--- src/rtl/core_alu_rmw_seq_if.sv ---
`default_nettype none
// ============================================================================
//  Module      : core_alu_rmw_seq_if
//  Description : Request, data-bus, ALU and response signals of the RMW
//                sequencer. The master modport is the sequencer side; the
//                slave modport is the decoder/bus/ALU/status-logic side.
//  Revision    : 1.0 - initial release
// ============================================================================
interface core_alu_rmw_seq_if #(
  parameter int ADDR_W = 16,
  parameter int DATA_W = 8,
  parameter int CTL_W  = 19
) ();

  // Request from the instruction decoder
  logic              req_valid;
  logic              req_ready;
  logic [2:0]        req_op;
  logic [ADDR_W-1:0] req_addr;
  logic              req_carry;

  // CPU data bus
  logic              bus_en;
  logic              bus_rw;
  logic [ADDR_W-1:0] bus_addr;
  logic [DATA_W-1:0] bus_wdata;
  logic [DATA_W-1:0] bus_rdata;
  logic              bus_rdy;

  // Shared core ALU
  logic [CTL_W-1:0]  alu_ctl;
  logic [DATA_W-1:0] alu_lhs;
  logic              alu_carry_in;
  logic [DATA_W-1:0] alu_result;
  logic              alu_carry_out;

  // Response to the status-register logic
  logic              resp_valid;
  logic              resp_ready;
  logic [DATA_W-1:0] resp_data;
  logic              resp_n;
  logic              resp_z;
  logic              resp_c;
  logic              resp_err;

  modport master (
    input  req_valid, req_op, req_addr, req_carry,
    output req_ready,
    output bus_en, bus_rw, bus_addr, bus_wdata,
    input  bus_rdata, bus_rdy,
    output alu_ctl, alu_lhs, alu_carry_in,
    input  alu_result, alu_carry_out,
    output resp_valid, resp_data, resp_n, resp_z, resp_c, resp_err,
    input  resp_ready
  );

  modport slave (
    output req_valid, req_op, req_addr, req_carry,
    input  req_ready,
    input  bus_en, bus_rw, bus_addr, bus_wdata,
    output bus_rdata, bus_rdy,
    input  alu_ctl, alu_lhs, alu_carry_in,
    output alu_result, alu_carry_out,
    input  resp_valid, resp_data, resp_n, resp_z, resp_c, resp_err,
    output resp_ready
  );

endinterface
`default_nettype wire

--- src/rtl/core_alu_rmw_seq.sv ---
`default_nettype none
// ============================================================================
//  Module      : core_alu_rmw_seq
//  Description : Read-modify-write sequencer for ASL/LSR/ROL/ROR/INC/DEC on
//                memory. Reads the operand, optionally writes it back
//                unchanged (6502 dummy write), runs it through the shared
//                ALU, writes the result and hands result plus flags to the
//                status-register logic.
//  Options     : CORE_ALU_RMW_DUMMY_WRITE_EN - when defined, the dummy write
//                of the original value is issued between read and final
//                write (cycle-accurate 2A03 bus behaviour).
//  Revision    : 1.0 - initial release
// ============================================================================
module core_alu_rmw_seq #(
  parameter int ADDR_W = 16,
  parameter int DATA_W = 8,
  parameter int CTL_W  = 19
) (
  input  wire                 clk,
  input  wire                 rst_n,
  core_alu_rmw_seq_if.master  rmw
);

  // Operation encodings on req_op
  localparam logic [2:0] C_OP_ASL = 3'd0;
  localparam logic [2:0] C_OP_LSR = 3'd1;
  localparam logic [2:0] C_OP_ROL = 3'd2;
  localparam logic [2:0] C_OP_ROR = 3'd3;
  localparam logic [2:0] C_OP_INC = 3'd4;
  localparam logic [2:0] C_OP_DEC = 3'd5;

  // ALU control words for each operation; all-zero is the ALU no-op
  localparam logic [CTL_W-1:0] C_CTL_NOP = '0;
  localparam logic [CTL_W-1:0] C_CTL_ASL = CTL_W'(19'h50046);
  localparam logic [CTL_W-1:0] C_CTL_LSR = CTL_W'(19'h60046);
  localparam logic [CTL_W-1:0] C_CTL_ROL = CTL_W'(19'h50006);
  localparam logic [CTL_W-1:0] C_CTL_ROR = CTL_W'(19'h60006);
  localparam logic [CTL_W-1:0] C_CTL_INC = CTL_W'(19'h00166);
  localparam logic [CTL_W-1:0] C_CTL_DEC = CTL_W'(19'h00266);

  typedef enum logic [2:0] {
    S_IDLE         = 3'd0,
    S_READ         = 3'd1,
    S_DUMMY        = 3'd2,
    S_MODIFY_WRITE = 3'd3,
    S_RESP         = 3'd4
  } state_t;

  state_t            r_state;
  state_t            w_state_nxt;

  logic [2:0]        r_op;
  logic [ADDR_W-1:0] r_addr;
  logic              r_carry;
  logic [DATA_W-1:0] r_data;
  logic [DATA_W-1:0] r_result;
  logic              r_res_c;
  logic              r_err;
  logic              r_have_result;

  logic              w_accept;
  logic              w_req_reserved;
  logic              w_is_incdec;
  logic [CTL_W-1:0]  w_ctl;

  assign w_accept       = (r_state == S_IDLE) && rmw.req_valid;
  assign w_req_reserved = (rmw.req_op > C_OP_DEC);
  assign w_is_incdec    = (r_op == C_OP_INC) || (r_op == C_OP_DEC);

  // Select the ALU control word for the latched operation
  always_comb begin
    w_ctl = C_CTL_NOP;
    case (r_op)
      C_OP_ASL: w_ctl = C_CTL_ASL;
      C_OP_LSR: w_ctl = C_CTL_LSR;
      C_OP_ROL: w_ctl = C_CTL_ROL;
      C_OP_ROR: w_ctl = C_CTL_ROR;
      C_OP_INC: w_ctl = C_CTL_INC;
      C_OP_DEC: w_ctl = C_CTL_DEC;
      default:  w_ctl = C_CTL_NOP;
    endcase
  end

  // State register; reset abandons any bus cycle in flight
  always_ff @(posedge clk or negedge rst_n) begin
    if (!rst_n) begin
      r_state <= S_IDLE;
    end else begin
      r_state <= w_state_nxt;
    end
  end

  // Next-state logic; every bus phase holds until bus_rdy, RESP until resp_ready
  always_comb begin
    w_state_nxt = r_state;
    case (r_state)
      S_IDLE: begin
        if (rmw.req_valid) begin
          w_state_nxt = w_req_reserved ? S_RESP : S_READ;
        end
      end
      S_READ: begin
        if (rmw.bus_rdy) begin
`ifdef CORE_ALU_RMW_DUMMY_WRITE_EN
          w_state_nxt = S_DUMMY;
`else
          w_state_nxt = S_MODIFY_WRITE;
`endif
        end
      end
`ifdef CORE_ALU_RMW_DUMMY_WRITE_EN
      S_DUMMY: begin
        if (rmw.bus_rdy) begin
          w_state_nxt = S_MODIFY_WRITE;
        end
      end
`endif
      S_MODIFY_WRITE: begin
        if (rmw.bus_rdy) begin
          w_state_nxt = S_RESP;
        end
      end
      S_RESP: begin
        if (rmw.resp_ready) begin
          w_state_nxt = S_IDLE;
        end
      end
      default: begin
        w_state_nxt = S_IDLE;
      end
    endcase
  end

  // Request/bus/response outputs decoded from the current state
  always_comb begin
    rmw.req_ready  = 1'b0;
    rmw.bus_en     = 1'b0;
    rmw.bus_rw     = 1'b1;
    rmw.bus_addr   = '0;
    rmw.bus_wdata  = '0;
    rmw.resp_valid = 1'b0;
    rmw.resp_data  = '0;
    rmw.resp_n     = 1'b0;
    rmw.resp_z     = 1'b0;
    rmw.resp_c     = 1'b0;
    rmw.resp_err   = 1'b0;
    case (r_state)
      S_IDLE: begin
        rmw.req_ready = 1'b1;
      end
      S_READ: begin
        rmw.bus_en   = 1'b1;
        rmw.bus_addr = r_addr;
      end
`ifdef CORE_ALU_RMW_DUMMY_WRITE_EN
      S_DUMMY: begin
        rmw.bus_en    = 1'b1;
        rmw.bus_rw    = 1'b0;
        rmw.bus_addr  = r_addr;
        rmw.bus_wdata = r_data;
      end
`endif
      S_MODIFY_WRITE: begin
        rmw.bus_en   = 1'b1;
        rmw.bus_rw   = 1'b0;
        rmw.bus_addr = r_addr;
        // First cycle uses the live ALU result; stall cycles reuse the
        // value captured on that first cycle.
        rmw.bus_wdata = r_have_result ? r_result : rmw.alu_result;
      end
      S_RESP: begin
        rmw.resp_valid = 1'b1;
        rmw.resp_data  = r_result;
        rmw.resp_err   = r_err;
        rmw.resp_n     = !r_err && r_result[DATA_W-1];
        rmw.resp_z     = !r_err && (r_result == '0);
        rmw.resp_c     = !r_err && r_res_c;
      end
      default: begin
        rmw.req_ready = 1'b0;
      end
    endcase
  end

  // Drive the ALU only in the modify step; no-op control word otherwise
  always_comb begin
    rmw.alu_ctl      = C_CTL_NOP;
    rmw.alu_lhs      = '0;
    rmw.alu_carry_in = 1'b0;
    if (r_state == S_MODIFY_WRITE) begin
      rmw.alu_ctl      = w_ctl;
      rmw.alu_lhs      = r_data;
      rmw.alu_carry_in = r_carry;
    end
  end

  // Datapath: latch the request, the read data and the first ALU result
  always_ff @(posedge clk or negedge rst_n) begin
    if (!rst_n) begin
      r_op          <= '0;
      r_addr        <= '0;
      r_carry       <= 1'b0;
      r_data        <= '0;
      r_result      <= '0;
      r_res_c       <= 1'b0;
      r_err         <= 1'b0;
      r_have_result <= 1'b0;
    end else begin
      if (w_accept) begin
        r_op          <= rmw.req_op;
        r_addr        <= rmw.req_addr;
        r_carry       <= rmw.req_carry;
        r_err         <= w_req_reserved;
        r_data        <= '0;
        r_result      <= '0;
        r_res_c       <= 1'b0;
        r_have_result <= 1'b0;
      end
      if ((r_state == S_READ) && rmw.bus_rdy) begin
        r_data <= rmw.bus_rdata;
      end
      if ((r_state == S_MODIFY_WRITE) && !r_have_result) begin
        r_result      <= rmw.alu_result;
        // INC/DEC leave C untouched, so report the carry we came in with
        r_res_c       <= w_is_incdec ? r_carry : rmw.alu_carry_out;
        r_have_result <= 1'b1;
      end
    end
  end

endmodule
`default_nettype wire
--- src/flat_wrapper.sv ---
// flat-port wrapper written by rule: the top's interface ports become plain ports
module core_alu_rmw_seq_flat 
#(
  parameter int ADDR_W = 16,
  parameter int DATA_W = 8,
  parameter int CTL_W  = 19
)
  (clk, rst_n, rmw_req_valid, rmw_req_op, rmw_req_addr, rmw_req_carry, rmw_req_ready, rmw_bus_en, rmw_bus_rw, rmw_bus_addr, rmw_bus_wdata, rmw_bus_rdata, rmw_bus_rdy, rmw_alu_ctl, rmw_alu_lhs, rmw_alu_carry_in, rmw_alu_result, rmw_alu_carry_out, rmw_resp_valid, rmw_resp_data, rmw_resp_n, rmw_resp_z, rmw_resp_c, rmw_resp_err, rmw_resp_ready);
  core_alu_rmw_seq_if #(.ADDR_W(ADDR_W), .DATA_W(DATA_W), .CTL_W(CTL_W)) rmw_i ();
  input  wire clk;
  input  wire rst_n;
  input wire logic [$bits(rmw_i.req_valid)-1:0] rmw_req_valid;
  input wire logic [$bits(rmw_i.req_op)-1:0] rmw_req_op;
  input wire logic [$bits(rmw_i.req_addr)-1:0] rmw_req_addr;
  input wire logic [$bits(rmw_i.req_carry)-1:0] rmw_req_carry;
  output wire logic [$bits(rmw_i.req_ready)-1:0] rmw_req_ready;
  output wire logic [$bits(rmw_i.bus_en)-1:0] rmw_bus_en;
  output wire logic [$bits(rmw_i.bus_rw)-1:0] rmw_bus_rw;
  output wire logic [$bits(rmw_i.bus_addr)-1:0] rmw_bus_addr;
  output wire logic [$bits(rmw_i.bus_wdata)-1:0] rmw_bus_wdata;
  input wire logic [$bits(rmw_i.bus_rdata)-1:0] rmw_bus_rdata;
  input wire logic [$bits(rmw_i.bus_rdy)-1:0] rmw_bus_rdy;
  output wire logic [$bits(rmw_i.alu_ctl)-1:0] rmw_alu_ctl;
  output wire logic [$bits(rmw_i.alu_lhs)-1:0] rmw_alu_lhs;
  output wire logic [$bits(rmw_i.alu_carry_in)-1:0] rmw_alu_carry_in;
  input wire logic [$bits(rmw_i.alu_result)-1:0] rmw_alu_result;
  input wire logic [$bits(rmw_i.alu_carry_out)-1:0] rmw_alu_carry_out;
  output wire logic [$bits(rmw_i.resp_valid)-1:0] rmw_resp_valid;
  output wire logic [$bits(rmw_i.resp_data)-1:0] rmw_resp_data;
  output wire logic [$bits(rmw_i.resp_n)-1:0] rmw_resp_n;
  output wire logic [$bits(rmw_i.resp_z)-1:0] rmw_resp_z;
  output wire logic [$bits(rmw_i.resp_c)-1:0] rmw_resp_c;
  output wire logic [$bits(rmw_i.resp_err)-1:0] rmw_resp_err;
  input wire logic [$bits(rmw_i.resp_ready)-1:0] rmw_resp_ready;
  assign rmw_i.req_valid = rmw_req_valid;
  assign rmw_i.req_op = rmw_req_op;
  assign rmw_i.req_addr = rmw_req_addr;
  assign rmw_i.req_carry = rmw_req_carry;
  assign rmw_req_ready = rmw_i.req_ready;
  assign rmw_bus_en = rmw_i.bus_en;
  assign rmw_bus_rw = rmw_i.bus_rw;
  assign rmw_bus_addr = rmw_i.bus_addr;
  assign rmw_bus_wdata = rmw_i.bus_wdata;
  assign rmw_i.bus_rdata = rmw_bus_rdata;
  assign rmw_i.bus_rdy = rmw_bus_rdy;
  assign rmw_alu_ctl = rmw_i.alu_ctl;
  assign rmw_alu_lhs = rmw_i.alu_lhs;
  assign rmw_alu_carry_in = rmw_i.alu_carry_in;
  assign rmw_i.alu_result = rmw_alu_result;
  assign rmw_i.alu_carry_out = rmw_alu_carry_out;
  assign rmw_resp_valid = rmw_i.resp_valid;
  assign rmw_resp_data = rmw_i.resp_data;
  assign rmw_resp_n = rmw_i.resp_n;
  assign rmw_resp_z = rmw_i.resp_z;
  assign rmw_resp_c = rmw_i.resp_c;
  assign rmw_resp_err = rmw_i.resp_err;
  assign rmw_i.resp_ready = rmw_resp_ready;
  core_alu_rmw_seq #(.ADDR_W(ADDR_W), .DATA_W(DATA_W), .CTL_W(CTL_W)) u_core (.clk(clk), .rst_n(rst_n), .rmw(rmw_i));
endmodule
--- config.mk ---
export PLATFORM = sky130hd
export DESIGN_NAME = core_alu_rmw_seq_flat
export DESIGN_NICKNAME = d
export VERILOG_FILES = /design/src/rtl/core_alu_rmw_seq_if.sv /design/src/rtl/core_alu_rmw_seq.sv /design/src/flat_wrapper.sv
export SDC_FILE = /design/constraint.sdc
export NUM_CORES = 1
export LEC_CHECK = 0
export BUFFER_PORTS_ARGS = -buffer_cell sky130_fd_sc_hd__buf_2
export CORE_MARGIN = 5
export CORE_UTILIZATION = 28
export CTS_BUF_LIST = sky130_fd_sc_hd__clkbuf_2 sky130_fd_sc_hd__clkbuf_4 sky130_fd_sc_hd__clkbuf_8
export DETAILED_ROUTE_END_ITERATION = 16
export PLACE_DENSITY = 0.58
export SYNTH_ARGS = -nofsm -noshare
export SYNTH_HDL_FRONTEND = slang
export SYNTH_SLANG_ARGS = --single-unit
export TNS_END_PERCENT = 5
--- constraint.sdc ---
create_clock -name clk -period 2.15 [get_ports clk]
set_input_delay 0.215 -clock clk [delete_from_list [all_inputs] [get_ports clk]]
set_output_delay 0.215 -clock clk [all_outputs]
set_load 0.02 [all_outputs]
# [Word-level counts from Yosys, hierarchy flattened]
# Cells that the tools add are included.
[word_totals] regBits=42 inputBits=42 output_inout_bits=68
[classes] n_lt_le_gt_ge=1 eq_ne=12 muxes=29 reduce_logical=16
[op_table] op="$pmux W19 S6" count=1
[op_table] op="$mux W8" count=7
[op_table] op="$mux W19" count=1
[op_table] op="$mux W16" count=1
[op_table] op="$mux W3" count=5
[op_table] op="$mux W1" count=13
[op_table] op="$pmux W3 S4" count=1
[op_table] op="$eq A3 B2 Y1 const B" count=3
[op_table] op="$eq A3 B3 Y1 const B" count=3
[op_table] op="$logic_not A8 Y1" count=1
[op_table] op="$ne A2 B2 Y1 const B" count=4
[op_table] op="$eq A3 B1 Y1 const B" count=2
[op_table] op="$logic_and A1 B1 Y1" count=6
[op_table] op="$logic_not A3 Y1" count=2
[op_table] op="$reduce_and A4 Y1" count=1
[op_table] op="$reduce_bool A2 Y1" count=2
[op_table] op="$gt A3 B3 Y1 const B" count=1
[op_table] op="$logic_not A1 Y1" count=2
[op_table] op="$reduce_or A2 Y1" count=1
[op_table] op="$logic_or A1 B1 Y1" count=1

# [Longest topological paths before layout]
[depth] ltp_word=4 mapped_depth=5 ltp_nobuf=4

# [Worst setup path before layout]
# Ideal clock, no wire load.
[synth_timing] path_type="flip-flop to output port" startpoint="register u_core.r_state[0]" endpoint="output rmw_alu_ctl[8]" arrival_time_ns=1.683 setup_slack_ns=0.252 path_stages_with_launch=5 path_cell_list="dfrtp_1 > nor2b_1 > buf_2 > nand2_1 > nor4b_1"
[synth_between] elab_chain_cells=2
[synth_rtl] element="start, declared" line="core_alu_rmw_seq.sv:49" rtl="state_t r_state;"
[synth_rtl] element="start signal, assigned" line="core_alu_rmw_seq.sv:89" rtl="r_state <= w_state_nxt;"
[synth_rtl] element="$eq A3 B2 Y1" line="core_alu_rmw_seq.sv:190" rtl="if (r_state == S_MODIFY_WRITE) begin"
[synth_rtl] element="$mux W19" line="core_alu_rmw_seq.sv:190"
[synth_rtl] element="end, declared" line="flat_wrapper.sv:23" rtl="output wire logic [$bits(rmw_i.alu_ctl)-1:0] rmw_alu_ctl;"
# No other way between the ends.

# [Worst setup path after layout]
[layout_timing] startpoint="register u_core.r_state[0]" endpoint="output rmw_alu_ctl[9]"
# The elaborated chain is that of the path after synthesis.

==> flow_summary.toml <==
[power_and_ir_drop]
power_density_nw_per_um2 = 1440
power_mw = 4.09
irDropWorstVdd_mv = 0.604
leakagePower_nw = 1.57

[synthesis]
syn_avg_cell_area_um2 = 11.2
netlist_area_um2 = 2160
synth_warnings = 0
synth_edf_count = 0
synth_cell_type_count = 30
ys_async_sr_fraction = 1.00
ys_seq_area_frac = 0.487
synthFlopType = "dfrtp_1"
ys_ff_latch = 42
syn_inst = 193
synth_top_area_share = 0.487
synth.area.top_cells = "dfrtp_1, mux2_2, a22o_1"
yosys.area.top_type = "dfrtp_1"

[final_layout]
final_layout_size_suffix_gt1_frac = 0.480
layout_commonest_cell = "buf_2"
fill_cells = 809
final_nets = 337
final_area_um2 = 2850
finalNonFillerCells = 398
mostFrequentLayoutCells = "buf_2, dfrtp_1, mux2_2"
diodes = 0
area_growth_pct = 31.9
postLayoutCoreUtil = 0.374

[worst_setup_path]
arrival_ns = 1.72
crit_fanout = 13
worstSetupEndpointType = "primary output"
critPathRequiredTime_ns = 1.93
critical_path_class = "flop to primary output"
cp-start-kind = "flop"

[timing]
max_freq_mhz = 516
slew_headroom = 0.347
setup_viol = 0
slew_viol_final = 0
holdWs_ns = 0.0647
fin_skew_ns = 0.00321
finalSetupTns_ns = 0
tightest_slew_ns = 0.980
post-route-period-util = 0.901
min_period_ns = 1.94
fin_ws_ns = 0.212
timing.final.hold_violations = 0
rsz0062_at_grt = "false"

[clock_network]
cts_tree = "yes"
clock_latency_ns = 0.29
postCtsSetupBuffers = 0
clockBufferDepth = 2
clock-root-buffer = "clkbuf_8"
cts_buffers = 5
path_clk_slew_ns = 0.08
htreeDepth = 2
cts_sinks = 42

[global_routing]
grt_overflow_total = 0
antenna_found_initial = 0
grt_pass1_vias = 1878
grt_pass1_wl_mm = 9.60
grt_max_degree = 43
grt_use_total = 0.125

[place]
place_area_um2 = 2750
dp_hpwl_mm = 4.35
place_congestion = 0.743
io_buffers = 99
dp.cells = 390
dp_worst_setup_slack_ns = 0.403

[flow_run]
maxCapViolations = 0

[detailed_routing]
viasPerCell = 4.49
drcViolationCount = 0
drtIter0Drc = 43
final_antenna_net_count = 0
routedWlPerCell_um = 14.9
vias = 1787
drt-pass1-iter-count = 4
totalWireLength_mm = 5.92

[floorplan]
fp.dieW_um = 97.8
rows = 32
io-pin-count = 110
initial_core_util = 0.284
coreArea_um2 = 7610
dieHeight_um = 97.8
dieArea_um2 = 9560

[worst_hold_path]
hold_path.class = "input port to asynchronous set/reset pin"

[status]
status = "complete, no violations"
worst max-delay path: stages (launching register included):
cell	delay, ns
dfrtp_1	0.49
nor2b_2	0.23
nand2_2	0.18
nor4bb_1	0.31
buf_2	0.21
registers in the layout, indices dropped and copies added, names as in the netlist:
| name | cells |
|---|---|
| u_core.r_addr | 16 |
| u_core.r_data | 8 |
| u_core.r_result | 8 |
| u_core.r_op | 3 |
| u_core.r_state | 3 |
| u_core.r_carry | 1 |
| u_core.r_err | 1 |
| u_core.r_have_result | 1 |
| u_core.r_res_c | 1 |
where the power goes:
part,total [mW],switching [mW],internal [mW],leakage (nW)
clock network,0.545,0.273,0.272,0.0517
logic,2.08,1.15,0.926,0.992
registers,1.47,0.298,1.17,0.522
worst paths after layout:
check	startpoint	to	slack [ns]	cells after the start
setup / recovery	u_core.r_state[0]	rmw_alu_ctl[9]	0.21	4
hold / removal	rst_n	u_core.r_op[0]	0.06	1
setup reg to reg	u_core.r_state[1]	u_core.r_res_c	0.53	4
hold reg to reg	u_core.r_data[3]	u_core.r_data[3]	0.50	1
max in group asynchronous	rst_n	u_core.r_result[3]	1.46	1
min in group clk	rmw_bus_rdata[4]	u_core.r_data[4]	0.14	2
cells in the mapped netlist, drive strengths merged (2+ instances only):
library cell / number
nor4: 2
nor2: 15
a22o: 17
and3: 19
nor3: 3
buf: 19
mux2i: 9
dfrtp: 42
nor4bb: 3
mux2: 21
nor4b: 2
nand2: 5
and2: 17
inv: 3
clkbuf: 4
nand3: 2
nor3b: 2
cells by family after synthesis:
group | count (synthesis) | share of synthesized area
AO/OA/AOI/OAI | 21 | 0.0812
XOR/XNOR | 1 | 0.00406
multiplexers | 30 | 0.151
buffers and inverters | 26 | 0.0748
AND/OR/NAND/NOR | 72 | 0.200
other | 1 | 0.00174
flip-flops | 42 | 0.487
layout make-up:
cell class / count / area (µm²) / area share
flip-flops and latches: 42 / 1050 / 0.369
multi-input cells: 134 / 990 / 0.348
repair buffers: 109 / 571 / 0.201
well taps: 102 / 128 / 0.0449
clock buffers: 7 / 90.1 / 0.0317
inverters: 3 / 11.3 / 0.00396
clock inverters: 1 / 5.00 / 0.00176
layer usage:
metal / wire [µm] / global-route usage / share of wire
met1: 2490 / 0.149 / 0.42
met2: 2940 / 0.214 / 0.50
met3: 457 / 0.0450 / 0.077
met4: 38 / 0.0319 / 0.0064
met5: 0 / 0 / 0
repair_timing:
action / CTS / global route
resized for setup: 0 / 1
endpoints found under the setup margin: 0 / 8
hold buffers: 0 / 0
Note: power is estimated with default switching activity, not from simulation.
